## src/rtl/regfile_dbg_port_if.sv

```systemverilog
// rtl/regfile_dbg_port_if.sv - request/response, halt and register-file port bundle for regfile_dbg_port
interface regfile_dbg_port_if;
  logic        req_valid;
  logic        req_ready;
  logic        req_we;
  logic [4:0]  req_addr;
  logic [31:0] req_wdata;
  logic        rsp_valid;
  logic        rsp_ready;
  logic [31:0] rsp_rdata;
  logic        rsp_err;
  logic        halt_req;
  logic        halted;
  logic        rf_sel;
  logic [4:0]  rf_addr;
  logic [31:0] rf_wd;
  logic        rf_we;
  logic [31:0] rf_rd;

  modport slave (
    input  req_valid, req_we, req_addr, req_wdata, rsp_ready, halted, rf_rd,
    output req_ready, rsp_valid, rsp_rdata, rsp_err, halt_req, rf_sel, rf_addr, rf_wd, rf_we
  );

  modport master (
    output req_valid, req_we, req_addr, req_wdata, rsp_ready, halted, rf_rd,
    input  req_ready, rsp_valid, rsp_rdata, rsp_err, halt_req, rf_sel, rf_addr, rf_wd, rf_we
  );
endinterface

```

## src/rtl/regfile_dbg_port.sv

```systemverilog
// rtl/regfile_dbg_port.sv - debug initiator: halts the core, performs one register-file access, responds
// Optional macro REGFILE_DBG_STICKY_HALT_EN keeps the halt asserted for HALT_HOLD idle cycles after a response.
module regfile_dbg_port #(
  parameter int HALT_TIMEOUT = 16,
  parameter int HALT_HOLD    = 8
) (
  input  logic              clk,
  input  logic              rst_n,
  regfile_dbg_port_if.slave dbg
);
  typedef enum logic [1:0] {IDLE, HALT, ACCESS, RESP} state_t;

`ifdef REGFILE_DBG_STICKY_HALT_EN
  localparam bit STICKY_EN = 1'b1;
`else
  localparam bit STICKY_EN = 1'b0;
`endif

  localparam logic [7:0] TIMEOUT_LAST = 8'(HALT_TIMEOUT - 1);
  localparam logic [7:0] HOLD_INIT    = STICKY_EN ? 8'(HALT_HOLD) : 8'd0;

  state_t      state;
  state_t      state_nxt;
  logic        we_q;
  logic [4:0]  addr_q;
  logic [31:0] wdata_q;
  logic [31:0] rdata_q;
  logic        err_q;
  logic [7:0]  cnt_q;
  logic [7:0]  hold_q;

  always_ff @(posedge clk or negedge rst_n) begin
    if (!rst_n) begin
      state <= IDLE;
    end else begin
      state <= state_nxt;
    end
  end

  always_comb begin
    state_nxt     = state;
    dbg.req_ready = 1'b0;
    dbg.rsp_valid = 1'b0;
    dbg.rsp_rdata = 32'd0;
    dbg.rsp_err   = 1'b0;
    dbg.halt_req  = 1'b1;
    dbg.rf_sel    = 1'b0;
    dbg.rf_addr   = 5'd0;
    dbg.rf_wd     = 32'd0;
    dbg.rf_we     = 1'b0;
    case (state)
      IDLE: begin
        dbg.req_ready = 1'b1;
        dbg.halt_req  = (hold_q != 8'd0);
        if (dbg.req_valid) state_nxt = HALT;
      end
      HALT: begin
        // halted wins over a timeout that would expire in the same cycle
        if (dbg.halted) state_nxt = ACCESS;
        else if (cnt_q == TIMEOUT_LAST) state_nxt = RESP;
      end
      ACCESS: begin
        dbg.rf_sel  = 1'b1;
        dbg.rf_addr = addr_q;
        dbg.rf_wd   = wdata_q;
        dbg.rf_we   = we_q & (addr_q != 5'd0);
        state_nxt   = RESP;
      end
      RESP: begin
        dbg.rsp_valid = 1'b1;
        dbg.rsp_rdata = rdata_q;
        dbg.rsp_err   = err_q;
        if (dbg.rsp_ready) state_nxt = IDLE;
      end
      default: state_nxt = IDLE;
    endcase
  end

  always_ff @(posedge clk or negedge rst_n) begin
    if (!rst_n) begin
      we_q    <= 1'b0;
      addr_q  <= 5'd0;
      wdata_q <= 32'd0;
      rdata_q <= 32'd0;
      err_q   <= 1'b0;
      cnt_q   <= 8'd0;
    end else begin
      case (state)
        IDLE: begin
          if (dbg.req_valid) begin
            we_q    <= dbg.req_we;
            addr_q  <= dbg.req_addr;
            wdata_q <= dbg.req_wdata;
            cnt_q   <= 8'd0;
          end
        end
        HALT: begin
          if (!dbg.halted) begin
            if (cnt_q == TIMEOUT_LAST) begin
              err_q   <= 1'b1;
              rdata_q <= 32'd0;
            end else if (cnt_q != 8'hFF) begin
              cnt_q <= cnt_q + 8'd1;
            end
          end
        end
        ACCESS: begin
          err_q   <= 1'b0;
          rdata_q <= we_q ? 32'd0 : dbg.rf_rd;
        end
        default: ;
      endcase
    end
  end

  // Hold window after a response; a new request or an error response cancels it
  always_ff @(posedge clk or negedge rst_n) begin
    if (!rst_n) begin
      hold_q <= 8'd0;
    end else if (state == RESP && dbg.rsp_ready) begin
      hold_q <= err_q ? 8'd0 : HOLD_INIT;
    end else if (state == IDLE) begin
      if (dbg.req_valid) hold_q <= 8'd0;
      else if (hold_q != 8'd0) hold_q <= hold_q - 8'd1;
    end
  end
endmodule
```

## src/flat_wrapper.sv

```systemverilog
// flat-port wrapper written by rule: the top's interface ports become plain ports
module regfile_dbg_port_flat 
#(
  parameter int HALT_TIMEOUT = 16,
  parameter int HALT_HOLD    = 8
)
  (clk, rst_n, dbg_req_valid, dbg_req_we, dbg_req_addr, dbg_req_wdata, dbg_rsp_ready, dbg_halted, dbg_rf_rd, dbg_req_ready, dbg_rsp_valid, dbg_rsp_rdata, dbg_rsp_err, dbg_halt_req, dbg_rf_sel, dbg_rf_addr, dbg_rf_wd, dbg_rf_we);
  regfile_dbg_port_if dbg_i ();
  input  logic clk;
  input  logic rst_n;
  input wire logic [$bits(dbg_i.req_valid)-1:0] dbg_req_valid;
  input wire logic [$bits(dbg_i.req_we)-1:0] dbg_req_we;
  input wire logic [$bits(dbg_i.req_addr)-1:0] dbg_req_addr;
  input wire logic [$bits(dbg_i.req_wdata)-1:0] dbg_req_wdata;
  input wire logic [$bits(dbg_i.rsp_ready)-1:0] dbg_rsp_ready;
  input wire logic [$bits(dbg_i.halted)-1:0] dbg_halted;
  input wire logic [$bits(dbg_i.rf_rd)-1:0] dbg_rf_rd;
  output wire logic [$bits(dbg_i.req_ready)-1:0] dbg_req_ready;
  output wire logic [$bits(dbg_i.rsp_valid)-1:0] dbg_rsp_valid;
  output wire logic [$bits(dbg_i.rsp_rdata)-1:0] dbg_rsp_rdata;
  output wire logic [$bits(dbg_i.rsp_err)-1:0] dbg_rsp_err;
  output wire logic [$bits(dbg_i.halt_req)-1:0] dbg_halt_req;
  output wire logic [$bits(dbg_i.rf_sel)-1:0] dbg_rf_sel;
  output wire logic [$bits(dbg_i.rf_addr)-1:0] dbg_rf_addr;
  output wire logic [$bits(dbg_i.rf_wd)-1:0] dbg_rf_wd;
  output wire logic [$bits(dbg_i.rf_we)-1:0] dbg_rf_we;
  assign dbg_i.req_valid = dbg_req_valid;
  assign dbg_i.req_we = dbg_req_we;
  assign dbg_i.req_addr = dbg_req_addr;
  assign dbg_i.req_wdata = dbg_req_wdata;
  assign dbg_i.rsp_ready = dbg_rsp_ready;
  assign dbg_i.halted = dbg_halted;
  assign dbg_i.rf_rd = dbg_rf_rd;
  assign dbg_req_ready = dbg_i.req_ready;
  assign dbg_rsp_valid = dbg_i.rsp_valid;
  assign dbg_rsp_rdata = dbg_i.rsp_rdata;
  assign dbg_rsp_err = dbg_i.rsp_err;
  assign dbg_halt_req = dbg_i.halt_req;
  assign dbg_rf_sel = dbg_i.rf_sel;
  assign dbg_rf_addr = dbg_i.rf_addr;
  assign dbg_rf_wd = dbg_i.rf_wd;
  assign dbg_rf_we = dbg_i.rf_we;
  regfile_dbg_port #(.HALT_TIMEOUT(HALT_TIMEOUT), .HALT_HOLD(HALT_HOLD)) u_core (.clk(clk), .rst_n(rst_n), .dbg(dbg_i));
endmodule
```

## config.mk

```make
export PLATFORM = sky130hd
export DESIGN_NAME = regfile_dbg_port_flat
export DESIGN_NICKNAME = d
export VERILOG_FILES = /design/src/rtl/regfile_dbg_port_if.sv /design/src/rtl/regfile_dbg_port.sv /design/src/flat_wrapper.sv
export SDC_FILE = /design/constraint.sdc
export NUM_CORES = 1
export LEC_CHECK = 0
export CAP_MARGIN = 10
export CELL_PAD_IN_SITES_DETAIL_PLACEMENT = 0
export CELL_PAD_IN_SITES_GLOBAL_PLACEMENT = 1
export CORE_ASPECT_RATIO = 1.4
export CORE_MARGIN = 5
export CORE_UTILIZATION = 37
export DETAILED_ROUTE_END_ITERATION = 8
export GPL_ROUTABILITY_DRIVEN = 0
export GPL_TIMING_DRIVEN = 0
export PLACE_DENSITY = 0.87
export SETUP_SLACK_MARGIN = 0.02
export SLEW_MARGIN = 10
export SYNTH_ARGS = -nofsm -noshare
export SYNTH_HDL_FRONTEND = slang
export SYNTH_SLANG_ARGS = --single-unit
```

## constraint.sdc

```tcl
create_clock -name clk -period 4.8 [get_ports clk]
set_clock_uncertainty 0.1 [all_clocks]
set_input_delay 0.96 -clock clk [delete_from_list [all_inputs] [get_ports clk]]
set_output_delay 0.96 -clock clk [all_outputs]
set_load 0.005 [all_outputs]
```

==> summary.md <==
| Metric | Value |
|---|---|
| Synth area leaders | dfrtp_1 50%, and2_1 10%, mux2_2 9.9% |
| Multiplexer share of the synthesized area | 0.0994 |
| Post-synth ARST share | 1.00 |
| Ant diodes | 0 |
| Compound-Gate Fraction of Synth Area | 0.105 |
| Netlist cell types | 47 |
| Mapped Area | 0.00442 sq mm |
| Worst Hold Path Cells | 1 |
| Critical Path Sink Type | primary output |
| Hold crit path type | register to register |
| F_max | 0.275 GHz |
| Wire per inst | 15.9 um |
| Peak fanout along the critical path | 10 |
| Die area | 0.0143 sq mm |
| Worst Path Arrival | 2570 ps |
| Startpoint Class | register |
| Clk buf depth | 2 |
| Power Total | 0.00339 W |
| Util after Layout | 0.545 |
| Post-DP HPWL | 9100 um |
| Area leader, netlist | dfrtp_1 |
| Critical-path cell list | inv_1, ha_1, clkbuf_1, clkbuf_1, and2_1, clkdlybuf4s50_1 |
| Share of layout cells above drive strength 1 | 0.118 |
| DRC Markers | 0 |
| H-tree depth | 3 |
| Die X | 102 um |
| Most used cell, CP | clkbuf_1 |
| Core box area | 0.0118 sq mm |
| Die height | 139 um |
| Antenna-violating nets left | 0 |
| Post-synth EDFFs | 0 |
| Worst path slowest cell | clkdlybuf4s50_1 |
| Crit path kind | register to primary output |
| Cell with the most instances after synthesis | dfrtp_1 |
| Pin count of the biggest net entering global routing | 52 |
| Period utilisation layout | 0.756 |
| Syn Inst Count | 428 |
| Power density over the cells | 528 mW/mm^2 |
| Initial Utilization | 0.376 |
| Final setup fails | 0 |
| Sequential fraction of the synthesis area | 0.504 |
| Setup Fix Bufs, Post-CTS | 0 |
| Post-Synth XOR/XNOR Area | 0.00595 |
| Resized Gates After CTS | 0 |
| Clock transition at path regs | 70 ps |
| Syn avg cell area | 10.3 sq um |
| Cells on worst reg2reg path | 6 |
| Synthesized-area fraction occupied by adder cells | 0.0227 |
| Placed Cells | 725 |
| Slew headroom | 0.541 |
| CTS tree | done |
| Final Hold Fails | 0 |
| Seq cells post-synth | 89 |
| Static Leak | 2.68 nW |
| Congestion Overflow GR | 0 |
| Post-synthesis simple-gate area fraction | 0.202 |
| Commonest cells in the netlist | 89 x dfrtp_1, 74 x and2_1, 39 x inv_1, 39 x mux2_2, 38 x nand3_1 |
| RSZ-0062 raised after global routing | no |
| PortBufs | 149 |
| Maximum vdd drop | 0.215 mV |
| Main combinational cell family by area after synthesis | simple AND/OR/NAND/NOR gates |
| Num rows | 47 |
| Initial antenna violation count | 1 |
| Fin cells | 741 |
| WL final | 11800 um |
| DRT Pass-1 Iters | 6 |
| First-pass GRT wire length | 19300 um |
| Worst slew pin tran | 686 ps |
| Fin nets | 672 |
| Vias | 3600 |
| Io pins | 150 |
| Starting DRT DRC Count | 110 |
| Insertion delay to the later sink of the worst-skew pair | 330 ps |
| Worst path required time | 3740 ps |
| Root buffer cell | clkbuf_16 |
| Fin. max-slew vios | 0 |
| Crit path time final | 3630 ps |
| CP peak stage delay | 530 ps |
| Max_cap viols | 0 |
| Area after DPL | 0.00612 sq mm |
| Mapped Nets | 511 |
| Total track usage | 0.171 |
| CTS Hold Bufs | 0 |
| Vias in the first global route | 3898 |
| Num CTS Buffers | 9 |
| Top cell type's share of synthesized area | 0.504 |
| Vias per cell | 4.86 |
| Yosys warning count | 0 |
| Status | complete, no violations |
| Synth Flop Type | dfrtp_1 |
| Clk sinks | 89 |
| Syn-to-layout area delta | 45.0% |
| Post-route cell area | 0.00641 sq mm |
[worst max-delay path: cells and delay by family, from the launching register on]
| kind | cells | cell delay (ps) |
|---|---|---|
| flip-flops | 1 | 430 |
| buffers and inverters | 4 | 1370 |
| adder cells (fa/ha/maj) | 1 | 240 |
| AND/OR/NAND/NOR | 1 | 180 |
[cell usage in the layout, fill, tap and decap left out, types with 2 or more instances in the layout]
master           netlist  layout
nand4_1                2       2
clkbuf_1              16      16
o21ai_1                4       4
o31ai_1               10      10
nor2b_1                3       3
nand3_1               38      38
clkbuf_16              0       9
nor2_1                 7       7
nand2b_1               4       4
nor3_1                 3       3
a21oi_1                4       4
mux2_2                39      39
o211ai_1               2       2
and2_1                74      74
dfrtp_1               89      89
clkbuf_2               3       3
buf_2                  2       2
ha_1                   8       8
nand2_1                8       8
inv_6                  0       2
buf_6                  3       3
or4_1                  2       2
xor2_1                 3       3
o21ai_0               36      36
a22o_1                 2       2
inv_1                 39      39
clkdlybuf4s50_1        0     148
or3_1                  5       5
[where the power goes]
group / switching, W / internal, W / leakage (nW)
logic: 0.000677 / 0.000776 / 1.40
clock network: 0.000302 / 0.000372 / 0.141
registers: 0.000179 / 0.00108 / 1.14
[worst paths after layout]
path                                                     from                             end  slack (ps)
max in group asynchronous                               rst_n   u_core.wdata_q[4]$_DFFE_PN0P_        3460
worst max register to register    u_core.state[0]$_DFFE_PN0P_  u_core.wdata_q[10]$_DFFE_PN0P_        2170
worst min-delay path            u_core.wdata_q[8]$_DFFE_PN0P_   u_core.wdata_q[8]$_DFFE_PN0P_         400
worst min register to register  u_core.wdata_q[8]$_DFFE_PN0P_   u_core.wdata_q[8]$_DFFE_PN0P_         400
worst max-delay path              u_core.state[0]$_DFFE_PN0P_                    dbg_rf_wd[7]        1170
min in group asynchronous                               rst_n  u_core.rdata_q[23]$_DFFE_PN0P_         500
[metrics by stage]
step	hold slack (ps)	worst slack (ps)	setup TNS, ps
floorplan	367	2430	0
CTS	402	1090	0
global route	416	933	0
detailed placement	386	1480	0
global placement	379	-702	-61950
finish	401	1170	0
[kinds of logic after synthesis]
logic type                 after synthesis
muxes                                   39
AOI/OAI and AO/OA                       71
xor gates and xnor gates                 3
and+or+nand+nor                        154
adders and majority gates                8
DFF                                     89
buffers and inverters                   64
[sequential cells by signal, summed over array words and instances (netlist names)]
signal,cells
u_core.cnt_q,8
u_core.wdata_q,32
u_core.rdata_q,32
u_core.state,2
u_core.addr_q,5
u_core.we_q,1
u_core.hold_q,8
u_core.err_q,1
[area by class of cell]
class	count	area, sq um
clock inverters	6	50.0
fillers	1090	5350
clock buffers	10	239
multi-input cells	275	1920
flip-flops and latches	89	2230
well taps	147	184
inverters	39	146
plain buffers	25	123
repair buffers	150	1520
[layer usage]
layer | vias up | GRT usage | part of all wire
li1 | 1768 | - | -
met2 | 98 | 0.295 | 0.53
met1 | 1720 | 0.193 | 0.38
met4 | 2 | 0.0449 | 0.012
met3 | 12 | 0.0696 | 0.078
met5 | - | 0 | 0.0011
Power figures use the tool's default switching activity.
